`src/rtl/cpu_defs_pkg.sv`:
```
// Shared CPU definitions: next-PC select encodings, NOP word, fetch FSM states.
package cpu_defs_pkg;

    // Next-PC select encodings, shared with the control unit.
    localparam logic [2:0] PC_SEQ  = 3'b000;
    localparam logic [2:0] PC_BEQ  = 3'b001;
    localparam logic [2:0] PC_BNE  = 3'b010;
    localparam logic [2:0] PC_JUMP = 3'b011;
    localparam logic [2:0] PC_JR   = 3'b100;

    localparam logic [31:0] NOP_WORD = 32'h0000_0000;

    typedef enum logic [1:0] {
        StIdle  = 2'b00,
        StFetch = 2'b01,
        StValid = 2'b10
    } fetch_state_e;

endpackage

```
`src/rtl/instr_fetch_unit_if.sv`:
```
// Instruction memory request/acknowledge bus.
interface instr_fetch_unit_if #(
    parameter int unsigned ADDR_WIDTH = 32
);
    logic                  req;
    logic [ADDR_WIDTH-1:0] addr;
    logic                  ack;
    logic [31:0]           rdata;

    modport master (output req, output addr, input ack, input rdata);
    modport slave  (input req, input addr, output ack, output rdata);
endinterface

```
`src/rtl/instr_fetch_unit_next_pc.sv`:
```
// Combinational next-PC selection for the presented instruction.
module next_pc_calc
    import cpu_defs_pkg::*;
#(
    parameter int unsigned ADDR_WIDTH = 32
) (
    input  logic [ADDR_WIDTH-1:0] pc,
    input  logic [2:0]            pc_control,
    input  logic                  alu_zero,
    input  logic [15:0]           branch_imm,
    input  logic [25:0]           jump_index,
    input  logic [ADDR_WIDTH-1:0] jr_target,
    output logic [ADDR_WIDTH-1:0] next_pc,
    output logic                  misalign
);

    logic [ADDR_WIDTH-1:0] pc_plus4;
    logic [ADDR_WIDTH-1:0] br_off;
    logic [ADDR_WIDTH-1:0] br_target;

    // Select the next PC; all arithmetic wraps modulo 2^ADDR_WIDTH.
    always_comb begin
        pc_plus4  = pc + ADDR_WIDTH'(4);
        br_off    = {{(ADDR_WIDTH - 18){branch_imm[15]}}, branch_imm, 2'b00};
        br_target = pc_plus4 + br_off;
        next_pc   = pc_plus4;
        misalign  = 1'b0;
        case (pc_control)
            PC_BEQ:  if (alu_zero)  next_pc = br_target;
            PC_BNE:  if (!alu_zero) next_pc = br_target;
            PC_JUMP: next_pc = {pc_plus4[ADDR_WIDTH-1:28], jump_index, 2'b00};
            PC_JR: begin
                next_pc  = {jr_target[ADDR_WIDTH-1:2], 2'b00};
                misalign = |jr_target[1:0];
            end
            default: ;  // SEQ and reserved encodings fall through to pc+4
        endcase
    end

endmodule

```
`src/rtl/instr_fetch_unit.sv`:
```
// PC register, fetch handshake FSM, instruction register and retire counter.
module instr_fetch_unit
    import cpu_defs_pkg::*;
#(
    parameter int unsigned          ADDR_WIDTH = 32,
    parameter logic [ADDR_WIDTH-1:0] RESET_PC  = '0
) (
    input  logic                  clk,
    input  logic                  rst_n,
    input  logic [2:0]            pc_control,
    input  logic                  alu_zero,
    input  logic [15:0]           branch_imm,
    input  logic [25:0]           jump_index,
    input  logic [ADDR_WIDTH-1:0] jr_target,
    input  logic                  stall,
    instr_fetch_unit_if.master    imem,
    output logic [31:0]           instruction,
    output logic                  instr_valid,
    output logic [ADDR_WIDTH-1:0] pc_out,
    output logic [ADDR_WIDTH-1:0] pc_plus4,
    output logic [31:0]           instret,
    output logic                  misalign_err
);

    fetch_state_e          state_d, state_q;
    logic [ADDR_WIDTH-1:0] pc_d, pc_q;
    logic [31:0]           ir_d, ir_q;
    logic                  valid_d, valid_q;
    logic                  req_d, req_q;
    logic [31:0]           instret_d, instret_q;
    logic                  mis_d, mis_q;

    logic [ADDR_WIDTH-1:0] next_pc;
    logic                  misalign;

    next_pc_calc #(
        .ADDR_WIDTH (ADDR_WIDTH)
    ) u_next_pc (
        .pc         (pc_q),
        .pc_control (pc_control),
        .alu_zero   (alu_zero),
        .branch_imm (branch_imm),
        .jump_index (jump_index),
        .jr_target  (jr_target),
        .next_pc    (next_pc),
        .misalign   (misalign)
    );

    // FSM next state: fetch until ack, present until retired (stall low).
    always_comb begin
        state_d   = state_q;
        pc_d      = pc_q;
        ir_d      = ir_q;
        valid_d   = valid_q;
        req_d     = req_q;
        instret_d = instret_q;
        mis_d     = mis_q;
        case (state_q)
            StIdle: begin
                state_d = StFetch;
                req_d   = 1'b1;
            end
            StFetch: begin
                if (imem.ack) begin
                    ir_d    = imem.rdata;
                    valid_d = 1'b1;
                    req_d   = 1'b0;
                    state_d = StValid;
                end
            end
            StValid: begin
                if (!stall) begin
                    pc_d      = next_pc;
                    instret_d = instret_q + 32'd1;
                    valid_d   = 1'b0;
                    req_d     = 1'b1;
                    state_d   = StFetch;
                    if (misalign) mis_d = 1'b1;
                end
            end
            default: begin
                state_d = StIdle;
                req_d   = 1'b0;
                valid_d = 1'b0;
            end
        endcase
    end

    // State registers; reset drops any in-flight request immediately.
    always_ff @(posedge clk or negedge rst_n) begin
        if (!rst_n) begin
            state_q   <= StIdle;
            pc_q      <= RESET_PC;
            ir_q      <= NOP_WORD;
            valid_q   <= 1'b0;
            req_q     <= 1'b0;
            instret_q <= 32'd0;
            mis_q     <= 1'b0;
        end else begin
            state_q   <= state_d;
            pc_q      <= pc_d;
            ir_q      <= ir_d;
            valid_q   <= valid_d;
            req_q     <= req_d;
            instret_q <= instret_d;
            mis_q     <= mis_d;
        end
    end

    assign imem.req     = req_q;
    assign imem.addr    = pc_q;
    assign instruction  = ir_q;
    assign instr_valid  = valid_q;
    assign pc_out       = pc_q;
    assign pc_plus4     = pc_q + ADDR_WIDTH'(4);
    assign instret      = instret_q;
    assign misalign_err = mis_q;

endmodule

```
`src/flat_wrapper.sv`:
```
// flat-port wrapper written by rule: the top's interface ports become plain ports
module instr_fetch_unit_flat import cpu_defs_pkg::*;
#(
    parameter int unsigned          ADDR_WIDTH = 32,
    parameter logic [ADDR_WIDTH-1:0] RESET_PC  = '0
)
  (clk, rst_n, pc_control, alu_zero, branch_imm, jump_index, jr_target, stall, instruction, instr_valid, pc_out, pc_plus4, instret, misalign_err, imem_req, imem_addr, imem_ack, imem_rdata);
  instr_fetch_unit_if #(.ADDR_WIDTH(ADDR_WIDTH)) imem_i ();
  input  logic clk;
  input  logic rst_n;
  input  logic [2:0] pc_control;
  input  logic alu_zero;
  input  logic [15:0] branch_imm;
  input  logic [25:0] jump_index;
  input  logic [ADDR_WIDTH-1:0] jr_target;
  input  logic stall;
  output logic [31:0] instruction;
  output logic instr_valid;
  output logic [ADDR_WIDTH-1:0] pc_out;
  output logic [ADDR_WIDTH-1:0] pc_plus4;
  output logic [31:0] instret;
  output logic misalign_err;
  output wire logic [$bits(imem_i.req)-1:0] imem_req;
  output wire logic [$bits(imem_i.addr)-1:0] imem_addr;
  input wire logic [$bits(imem_i.ack)-1:0] imem_ack;
  input wire logic [$bits(imem_i.rdata)-1:0] imem_rdata;
  assign imem_req = imem_i.req;
  assign imem_addr = imem_i.addr;
  assign imem_i.ack = imem_ack;
  assign imem_i.rdata = imem_rdata;
  instr_fetch_unit #(.ADDR_WIDTH(ADDR_WIDTH), .RESET_PC(RESET_PC)) u_core (.clk(clk), .rst_n(rst_n), .pc_control(pc_control), .alu_zero(alu_zero), .branch_imm(branch_imm), .jump_index(jump_index), .jr_target(jr_target), .stall(stall), .imem(imem_i), .instruction(instruction), .instr_valid(instr_valid), .pc_out(pc_out), .pc_plus4(pc_plus4), .instret(instret), .misalign_err(misalign_err));
endmodule
```
`config.mk`:
```
export PLATFORM = sky130hd
export DESIGN_NAME = instr_fetch_unit_flat
export DESIGN_NICKNAME = d
export VERILOG_FILES = /design/src/rtl/cpu_defs_pkg.sv /design/src/rtl/instr_fetch_unit_if.sv /design/src/rtl/instr_fetch_unit_next_pc.sv /design/src/rtl/instr_fetch_unit.sv /design/src/flat_wrapper.sv
export SDC_FILE = /design/constraint.sdc
export NUM_CORES = 1
export LEC_CHECK = 0
export CORE_MARGIN = 8
export CORE_UTILIZATION = 50
export DETAILED_ROUTE_END_ITERATION = 16
export GPL_TIMING_DRIVEN = 0
export PLACE_DENSITY = 0.95
export REMOVE_ABC_BUFFERS = 1
export SYNTH_ARGS = -nofsm -noshare
export SYNTH_HDL_FRONTEND = slang
export SYNTH_HIERARCHICAL = 1
export SYNTH_SLANG_ARGS = --single-unit
export TNS_END_PERCENT = 20
```
`constraint.sdc`:
```
create_clock -name clk -period 6.9 [get_ports clk]
set_input_delay 1.38 -clock clk [delete_from_list [all_inputs] [get_ports clk]]
set_output_delay 1.38 -clock clk [all_outputs]
set_load 0.02 [all_outputs]
```
==> results of run 1 <==
==> worst max-delay path by stage <==
| stage | from | to | slack (ps) | depth (start not counted) |
|---|---|---|---|---|
| 2_1_floorplan | stall | u_core/imem.addr[0] | 2300 | 2 |
| 3_3_place_gp | stall | u_core/imem.addr[14] | -150 | 3 |
| 3_5_place_dp | branch_imm[15] | u_core/imem.addr[29] | 2050 | 10 |
| 4_1_cts | u_core/imem.addr[4] | pc_plus4[29] | 2310 | 5 |
| 5_1_grt | branch_imm[15] | u_core/imem.addr[29] | 2130 | 10 |
| 6_report | u_core/imem.addr[4] | pc_plus4[29] | 2180 | 5 |
==> metrics by stage <==
step                area, sq um  util (%)  hold WS [ps]  setup WS [ps]
floorplan                  7430         -           565           2300
global placement          10500      68.5           439           -146
detailed placement        10600      69.2           446           2050
CTS                       10900      71.2           463           2310
global route              10900      71.2           473           2130
finish                    10900      71.2           460           2180
==> routing by layer <==
metal | global-route usage [%] | share of wire, % | vias up
li1 | - | - | 3560
met1 | 31.4 | 38 | 3769
met2 | 45.2 | 50 | 425
met3 | 5.44 | 8.8 | 48
met4 | 8.54 | 2.4 | 0
met5 | 0 | 0 | -
==> synthesized netlist by cell type, types with 4 or more instances <==
cell type	count
sky130_fd_sc_hd__clkbuf_1	19
sky130_fd_sc_hd__a211oi_1	4
sky130_fd_sc_hd__xor2_1	40
sky130_fd_sc_hd__nand4_1	30
sky130_fd_sc_hd__xnor2_1	69
sky130_fd_sc_hd__nor4_1	8
sky130_fd_sc_hd__ha_1	37
sky130_fd_sc_hd__o22ai_1	11
sky130_fd_sc_hd__o211ai_1	6
sky130_fd_sc_hd__buf_4	34
sky130_fd_sc_hd__nor2_1	56
sky130_fd_sc_hd__nor3b_1	4
sky130_fd_sc_hd__a31oi_1	4
sky130_fd_sc_hd__or2_2	4
sky130_fd_sc_hd__nand3_1	38
sky130_fd_sc_hd__nor2b_1	5
sky130_fd_sc_hd__buf_6	4
sky130_fd_sc_hd__and4_1	7
sky130_fd_sc_hd__mux2_2	60
sky130_fd_sc_hd__buf_2	4
sky130_fd_sc_hd__a21oi_1	46
sky130_fd_sc_hd__o21ai_0	52
sky130_fd_sc_hd__nand2_1	74
sky130_fd_sc_hd__a22oi_1	5
sky130_fd_sc_hd__nand2b_1	9
sky130_fd_sc_hd__inv_1	21
sky130_fd_sc_hd__nor3_1	15
sky130_fd_sc_hd__dfrtp_1	100
sky130_fd_sc_hd__and3_1	9
sky130_fd_sc_hd__a222oi_1	18
sky130_fd_sc_hd__and2_1	5
==> power breakdown <==
group          internal, mW  total, mW  switching, mW
Combinational          1.35       2.86           1.50
Clock                 0.258      0.520          0.262
Sequential            0.785       1.13          0.344
Total                  2.40       4.51           2.11
==> cell families after synthesis <==
family	count (synthesis)	synth area share, %
DFF	100	32.0
buffers and inverters	84	6.10
AOI/OAI and AO/OA	171	13.9
muxes	62	8.88
adders and majority gates	38	6.17
and+or+nand+nor	290	20.3
xor gates and xnor gates	111	12.6
==> registers in the layout (all words and copies together), names as in the netlist <==
signal               count
u_core/instr_valid       1
u_core/instret          32
u_core/instruction      32
u_core/state_q           2
u_core/misalign_err      1
u_core/imem.addr        32
==> final cells by class <==
cell class              instances  area [sq um]  area share, %
inverters                      21          78.8          0.726
well taps                     211           264           2.43
flip-flops and latches        100          2500           23.0
clock inverters                 7          80.1          0.737
multi-input cells             672          4860           44.7
repair buffers                282          2860           26.3
clock buffers                   9           225           2.07
==> critical path, stage by stage, from the launching register on <==
cell and delay, ps:
sky130_fd_sc_hd__dfrtp_1 620, sky130_fd_sc_hd__nand4_1 390, sky130_fd_sc_hd__or2_2 480, sky130_fd_sc_hd__nor4_1 660, sky130_fd_sc_hd__xor2_1 210, sky130_fd_sc_hd__clkdlybuf4s50_1 630
==> results summary, run 1 <==
The number of slew-limit violations in the final report came out at 0. The portion of synthesized cell area occupied by the leading cell type is 32.0%. The tree built by TritonCTS fans out to 100 sinks. The number of gates resized after cts is 0.

The average wire per cell in the routed design is 20.3 um. The actual transition at the worst max-transition pin is 1250 ps. Setup repair after global routing left no endpoint under its margin. Timing would allow up to 0.212 GHz.

The total number of yosys warnings is 6. The endpoint arrival time on the critical path came out at 3340 ps. Clock tree synthesis inserted a total of 9 buffers. For this design the top-level I/O count stands at 277. The first-pass GRT wire length is 41800 um. After clock tree synthesis, the clock-pin slew on the worst setup and hold paths is 80 ps.

The minimum clock period came out at 4720 ps. The post-synthesis sequential element count is 100. After legalization and detailed placement, the total HPWL measured 20500 um. The number of antenna-violating nets in the routed design is 0. The class of the most critical setup path is flop to output port. The largest net degree at the start of global routing is 66. The worst setup path is captured at an output port.

The placed cell count came out at 1286. For hold timing, the worst endpoint is u_core/misalign_err. The number of post-CTS setup repair buffers came out at 0. Using the TritonRoute via totals, the vias-per-cell ratio works out to 5.99. Clock tree synthesis selected as its root buffer the cell sky130_fd_sc_hd__clkbuf_16.

The final count of negative-setup-slack endpoints is 0. The count of cells in the finished layout, fillers not included, comes to 1302. Setup total negative slack on the finished layout was measured at 0 ps.

The power consumption came out at 4.51 mW. The total routing usage reported by global routing is 26.0%. The worst flop-to-flop path startpoint is u_core/imem.addr[4]. The number of different library cells in the post-synthesis netlist is 68. The quantity of I/O buffers inserted on ports is 276. The most used flip-flop cell after synthesis is sky130_fd_sc_hd__dfrtp_1. The cell count after synthesis came out at 856.

For this block, the initial DRC count from the detailed router was 967. The number of flops mapped to enable cells by yosys came out at 0. The final routed DRC violation total is 0. The number of detailed-routing iterations run before antenna repair came out at 8.

The placeable core region is 0.0153 sq mm. Summed over all cells, the static leakage comes to 4.35 nW. The count of cells along the worst register-to-register path is 14. The max-capacitance violation count is 0. In this run the critical register-to-register path is captured at u_core/imem.addr[31]. The fraction of final layout cells with drive strength greater than 1 came out at 10.1%. VDD sags by at most 0.000321 V. The required time of the worst setup path came out at 5520 ps. The portion of the post-synthesis area used by sequential elements came out at 32.0%. The number of hold buffers added after CTS was 0. The maximum level of the CTS H-tree is 3. The share of synthesized flip-flops with an asynchronous set or reset came out at 100%. The fill cell instance count of the final layout came out at 1141. The setup slack on the worst flop-to-flop path came out at 2440 ps.

The worst clock skew on the final layout came out at 11.3 ps. The die is 141 um tall. The number of nets in the final layout came out at 1238. The headroom to the max-slew limit is 16.7%.

The combined area of all synthesized cells is 0.00783 sq mm. The number of antenna violations at the first check in global routing is 0. The overall die width is 141 um. Counting instances, the worst hold path has a depth of 1. The final route contains 7802 vias. The via count of the first global-routing pass is 7757.

The total wire length after detailed routing came out at 26500 um. Summed over all instances, the cell type with the most area after synthesis is sky130_fd_sc_hd__dfrtp_1. The flow ran to the end, and the final reports show no timing, DRC or antenna violations.

The library cell used most frequently in the layout, excluding fill and tap cells, is sky130_fd_sc_hd__clkdlybuf4s50_1. By area the synthesized netlist is led by sky130_fd_sc_hd__dfrtp_1, sky130_fd_sc_hd__mux2_2, sky130_fd_sc_hd__xnor2_1. Dividing the final minimum period by the clock period gives 68.4%. Once the floorplan was initialized, standard cells occupied 51.3% of the core. The die covers 0.0199 sq mm. The number of hold-slack violations in the final timing report came out at 0. The residual overflow from global routing came out at 0. The later-pin clock latency in the skew report is 350 ps. The average instance in the mapped netlist occupies 9.15 sq um. After floorplanning, the core was divided into 45 placement rows.

Along the worst path, the maximum fanout reaches 13. The number of diodes came out at 0. The worst setup path is launched from a flop.

The congestion estimate from routability-driven global placement came to 0.919. In this run the most critical hold path is launched from u_core/misalign_err. The post-synthesis to final-layout area growth came out at 38.7%. In the layout the commonest cells are sky130_fd_sc_hd__clkdlybuf4s50_1, sky130_fd_sc_hd__dfrtp_1, sky130_fd_sc_hd__nand2_1, sky130_fd_sc_hd__xnor2_1, sky130_fd_sc_hd__mux2_2. The clock passes through at most 2 buffers.

The tightest min-delay check is of the flop to flop type. The total power density per cell area came out at 415 mW/mm^2. The clock tree from TritonCTS is yes.
No activity file was read; power rests on OpenSTA's default activity.
==> run 2: changes to the inputs <==
Settings changed: CORE_UTILIZATION 50 to 46, PLACE_DENSITY 0.95 to 0.92.
Clock period 6.9 ns to 4.6 ns, I/O delays scaled along.
==> results summary, run 2 (synthesis gave the netlist of run 1 again) <==
The final standard cell count with taps included and fillers excluded came to 1312 (+0.77%). The worst setup path is of the flop to flop kind. The placed cell count is 1296 (+0.78%). The total power density per cell area came out at 623 mW/mm^2 (+50%).

The routed via count is 7749 (-0.68%). The quantity of I/O buffers inserted on ports came out at 276 (unchanged). The final core utilization was 65.5% (-5.7 points). The fraction of final layout cells with drive strength greater than 1 is 10.9% (+0.81 points). For hold timing, the worst endpoint is u_core/misalign_err. The endpoint arrival time on the critical path is 4580 ps (+1240 ps). The number of nets in the final layout came to 1239 (+0.081%). The type of destination of the critical path is a flop. The number of rows created at floorplan is 47 (+4.4%). The minimum hold slack is 461 ps (+0.964 ps).

The number of antenna-violating nets in the routed design is 0 (unchanged). The initial core utilization was 47.0% (-4.3 points). The fraction of power consumed by sequential logic came out at 24.8% (-0.3 points).

The portion of the clock cycle consumed by the worst path in the final layout came out at 94.5%. The number of antenna violations at the first check in global routing is 0 (unchanged). The HPWL reported at the end of detailed placement came out at 21000 um (+2.5%). Leaving out fill and tap cells, the most frequent cells in the layout are sky130_fd_sc_hd__clkdlybuf4s50_1, sky130_fd_sc_hd__dfrtp_1, sky130_fd_sc_hd__nand2_1, sky130_fd_sc_hd__xnor2_1, sky130_fd_sc_hd__mux2_2. The clock tree from TritonCTS is yes. The headroom to the max-slew limit came out at 16.9% (+0.21 points). Setup repair after global routing left no endpoint under its margin. The endpoint identified for the worst register-to-register timing path is u_core/imem.addr[31]. The design internal power is 3.61 mW (+51%). The root buffer cell chosen for the clock tree is sky130_fd_sc_hd__clkbuf_16. The overall die area is 0.0215 sq mm (+7.7%). The post-synthesis to final-layout area growth came out at 39.2%.

The number of detailed-routing iterations run before antenna repair is 7 (-1). The worst voltage drop across the vdd grid is 0.000519 V (+62%). The largest net degree at the start of global routing was 58 (-12%). The final routed DRC violation total came out at 0 (unchanged). The first-pass GRT wire length came out at 42500 um (+1.8%). The clock buffer count from CTS came to 9 (unchanged). The total number of clock tree sinks is 100 (unchanged).

The top-level I/O count is 277 (unchanged). The count of cells along the worst register-to-register path is 13 (-1). The number of slew-limit violations in the final report came out at 0 (unchanged).

The setup slack on the worst flop-to-flop path came to 250 ps (-2190 ps). The overall die width came out at 146 um (+3.8%). The combinational share of power is 63.6% (+0.2 points).

The clock share of power came out at 11.6% (about the same). The via-per-instance ratio came out at 5.91 (-1.4%). The later-pin clock latency in the skew report was 350 ps (about the same).

The placeable core region came out at 0.0166 sq mm (+9.1%). The minimum clock period came out at 4350 ps. The worst register-to-register path begins at u_core/imem.addr[2]. The worst clock skew on the final layout came out at 8.94 ps (-2.35 ps). The total wire length after detailed routing is 27100 um (+2.3%). The actual transition at the worst max-transition pin is 1250 ps (-3.10 ps).

The max-capacitance violation count is 0 (unchanged). The total routing usage reported by global routing is 24.3% (-1.7 points). The maximum level of the CTS H-tree came out at 3 (unchanged). The net switching power of the design is 3.18 mW (+51%). The number of diodes came to 0 (unchanged). The path class of the tightest hold or removal check is flop to flop. The via count of the first global-routing pass came to 7804 (+0.61%). STA classifies the critical path startpoint as a flop.

The violation count after the first detailed-routing iteration is 737 (-24%). The weighted congestion reported at the end of routability-driven placement came out at 0.924 (+0.57%). The critical-path cell with the highest stage delay is sky130_fd_sc_hd__or4_1.

The library cell used most frequently in the layout, excluding fill and tap cells, is sky130_fd_sc_hd__clkdlybuf4s50_1. The required time of the worst setup path is 4840 ps (-680 ps). The worst hold path begins at u_core/misalign_err. The biggest fanout along the worst timing path is 10 (-3). The fraction of power spent switching nets is 46.8% (about the same). The highest achievable clock rate came out at 0.230 GHz. The average wire per cell in the routed design is 20.6 um (+1.5%). The run finished with clean final reports. The number of cells on the worst hold path came out at 1 (unchanged). The total leakage power came out at 4.35 nW (about the same). The height of the die was 146 um (+3.8%).

In this design, the critical path's most frequently occurring cell is sky130_fd_sc_hd__ha_1. The number of hold-slack violations in the final timing report is 0 (unchanged). The clock edge transition at the registers on the reported setup and hold paths is 80 ps (about the same). The worst stage delay on the critical path is 640 ps (-20 ps). The power consumption is 6.79 mW (+51%).

The signal on the critical path passes through ha_1, nand4_1, or4_1, nor3_1, xor2_1, ha_1, a211oi_1, o21ai_0, a311o_1, a221oi_1, xnor2_1, o21ai_1, mux2_2. The clock tree buffer depth came out at 2 (unchanged). The final count of negative-setup-slack endpoints came out at 0 (unchanged). The residual overflow from global routing is 0 (unchanged).
run 2: cell types whose count changed in the layout (fill, tap and decap cells not counted):
cell / before / now
sky130_fd_sc_hd__buf_6: 2 / 3
sky130_fd_sc_hd__clkinvlp_4: 1 / 0
sky130_fd_sc_hd__dfrtp_1: 100 / 93
sky130_fd_sc_hd__dfrtp_2: 0 / 7
sky130_fd_sc_hd__inv_6: 0 / 2
sky130_fd_sc_hd__inv_8: 2 / 1
sky130_fd_sc_hd__or4_1: 3 / 2
sky130_fd_sc_hd__or4_4: 0 / 1
run 2: worst max path at each step:
stage / start / endpoint / slack [ps] / depth (start not counted)
2_1_floorplan: stall / u_core/imem.addr[0] / 460 / 2
3_3_place_gp: stall / u_core/imem.addr[23] / -1910 / 3
3_5_place_dp: u_core/imem.addr[4] / u_core/imem.addr[31] / 160 / 14
4_1_cts: u_core/imem.addr[4] / u_core/imem.addr[31] / 130 / 14
5_1_grt: u_core/imem.addr[2] / u_core/imem.addr[31] / 20 / 13
6_report: u_core/imem.addr[2] / u_core/imem.addr[31] / 250 / 13
run 2: worst max-delay path: cells and delay by family (launching register included):
kind	cells	cell delay (ps)
adders and majority gates	2	600
muxes	1	280
DFF	1	480
xor gates and xnor gates	2	440
AOI/OAI and AO/OA	5	1260
and+or+nand+nor	3	1170
run 2: layer usage:
| layer | up-vias | global-route usage [%] | share of wire (%) |
|---|---|---|---|
| li1 | 3551 | - | - |
| met1 | 3741 | 28.5 | 39 |
| met2 | 395 | 41.6 | 49 |
| met3 | 62 | 6.86 | 8.5 |
| met4 | 0 | 8.60 | 3.2 |
| met5 | - | 0 | 0 |
run 2: cell type report:
type | count | area, sq um
inverter | 21 | 78.8
multi-input combinational | 672 | 4860
sequential | 100 | 2510
clock buffer | 9 | 225
timing repair buffer | 283 | 2870
tap | 220 | 275
clock inverter | 7 | 78.8
fill | 1298 | 5750
run 2: power by group through the flow:
stage	sequential, mW	clock (mW)	combinational, mW
floorplan	2.11	0	1.96
global placement	1.66	0	4.15
detailed placement	1.69	0	4.27
CTS	1.68	0.809	4.30
global route	1.75	0.848	4.59
finish	1.69	0.788	4.32
run 2: timing repair:
item / 4_1_cts / 5_1_grt
hold buffers: 0 / 0
resized for setup: 0 / 8
buffers inserted: 0 / 0
endpoints found under the setup margin: 0 / 2
run 2: through the flow:
stage / TNS (ps) / cell area [sq um] / setup WS [ps]
2_1_floorplan: 0 / 7430 / 464
3_3_place_gp: -198560 / 10500 / -1910
3_5_place_dp: 0 / 10600 / 159
4_1_cts: 0 / 10900 / 130
5_1_grt: 0 / 10900 / 21.1
6_report: 0 / 10900 / 255
==> run 3: changes to the inputs <==
Settings changed: HOLD_SLACK_MARGIN set to 0.03.
==> results of run 3 <==
The final DEF is identical to that of run 2; final timing and power are the same.
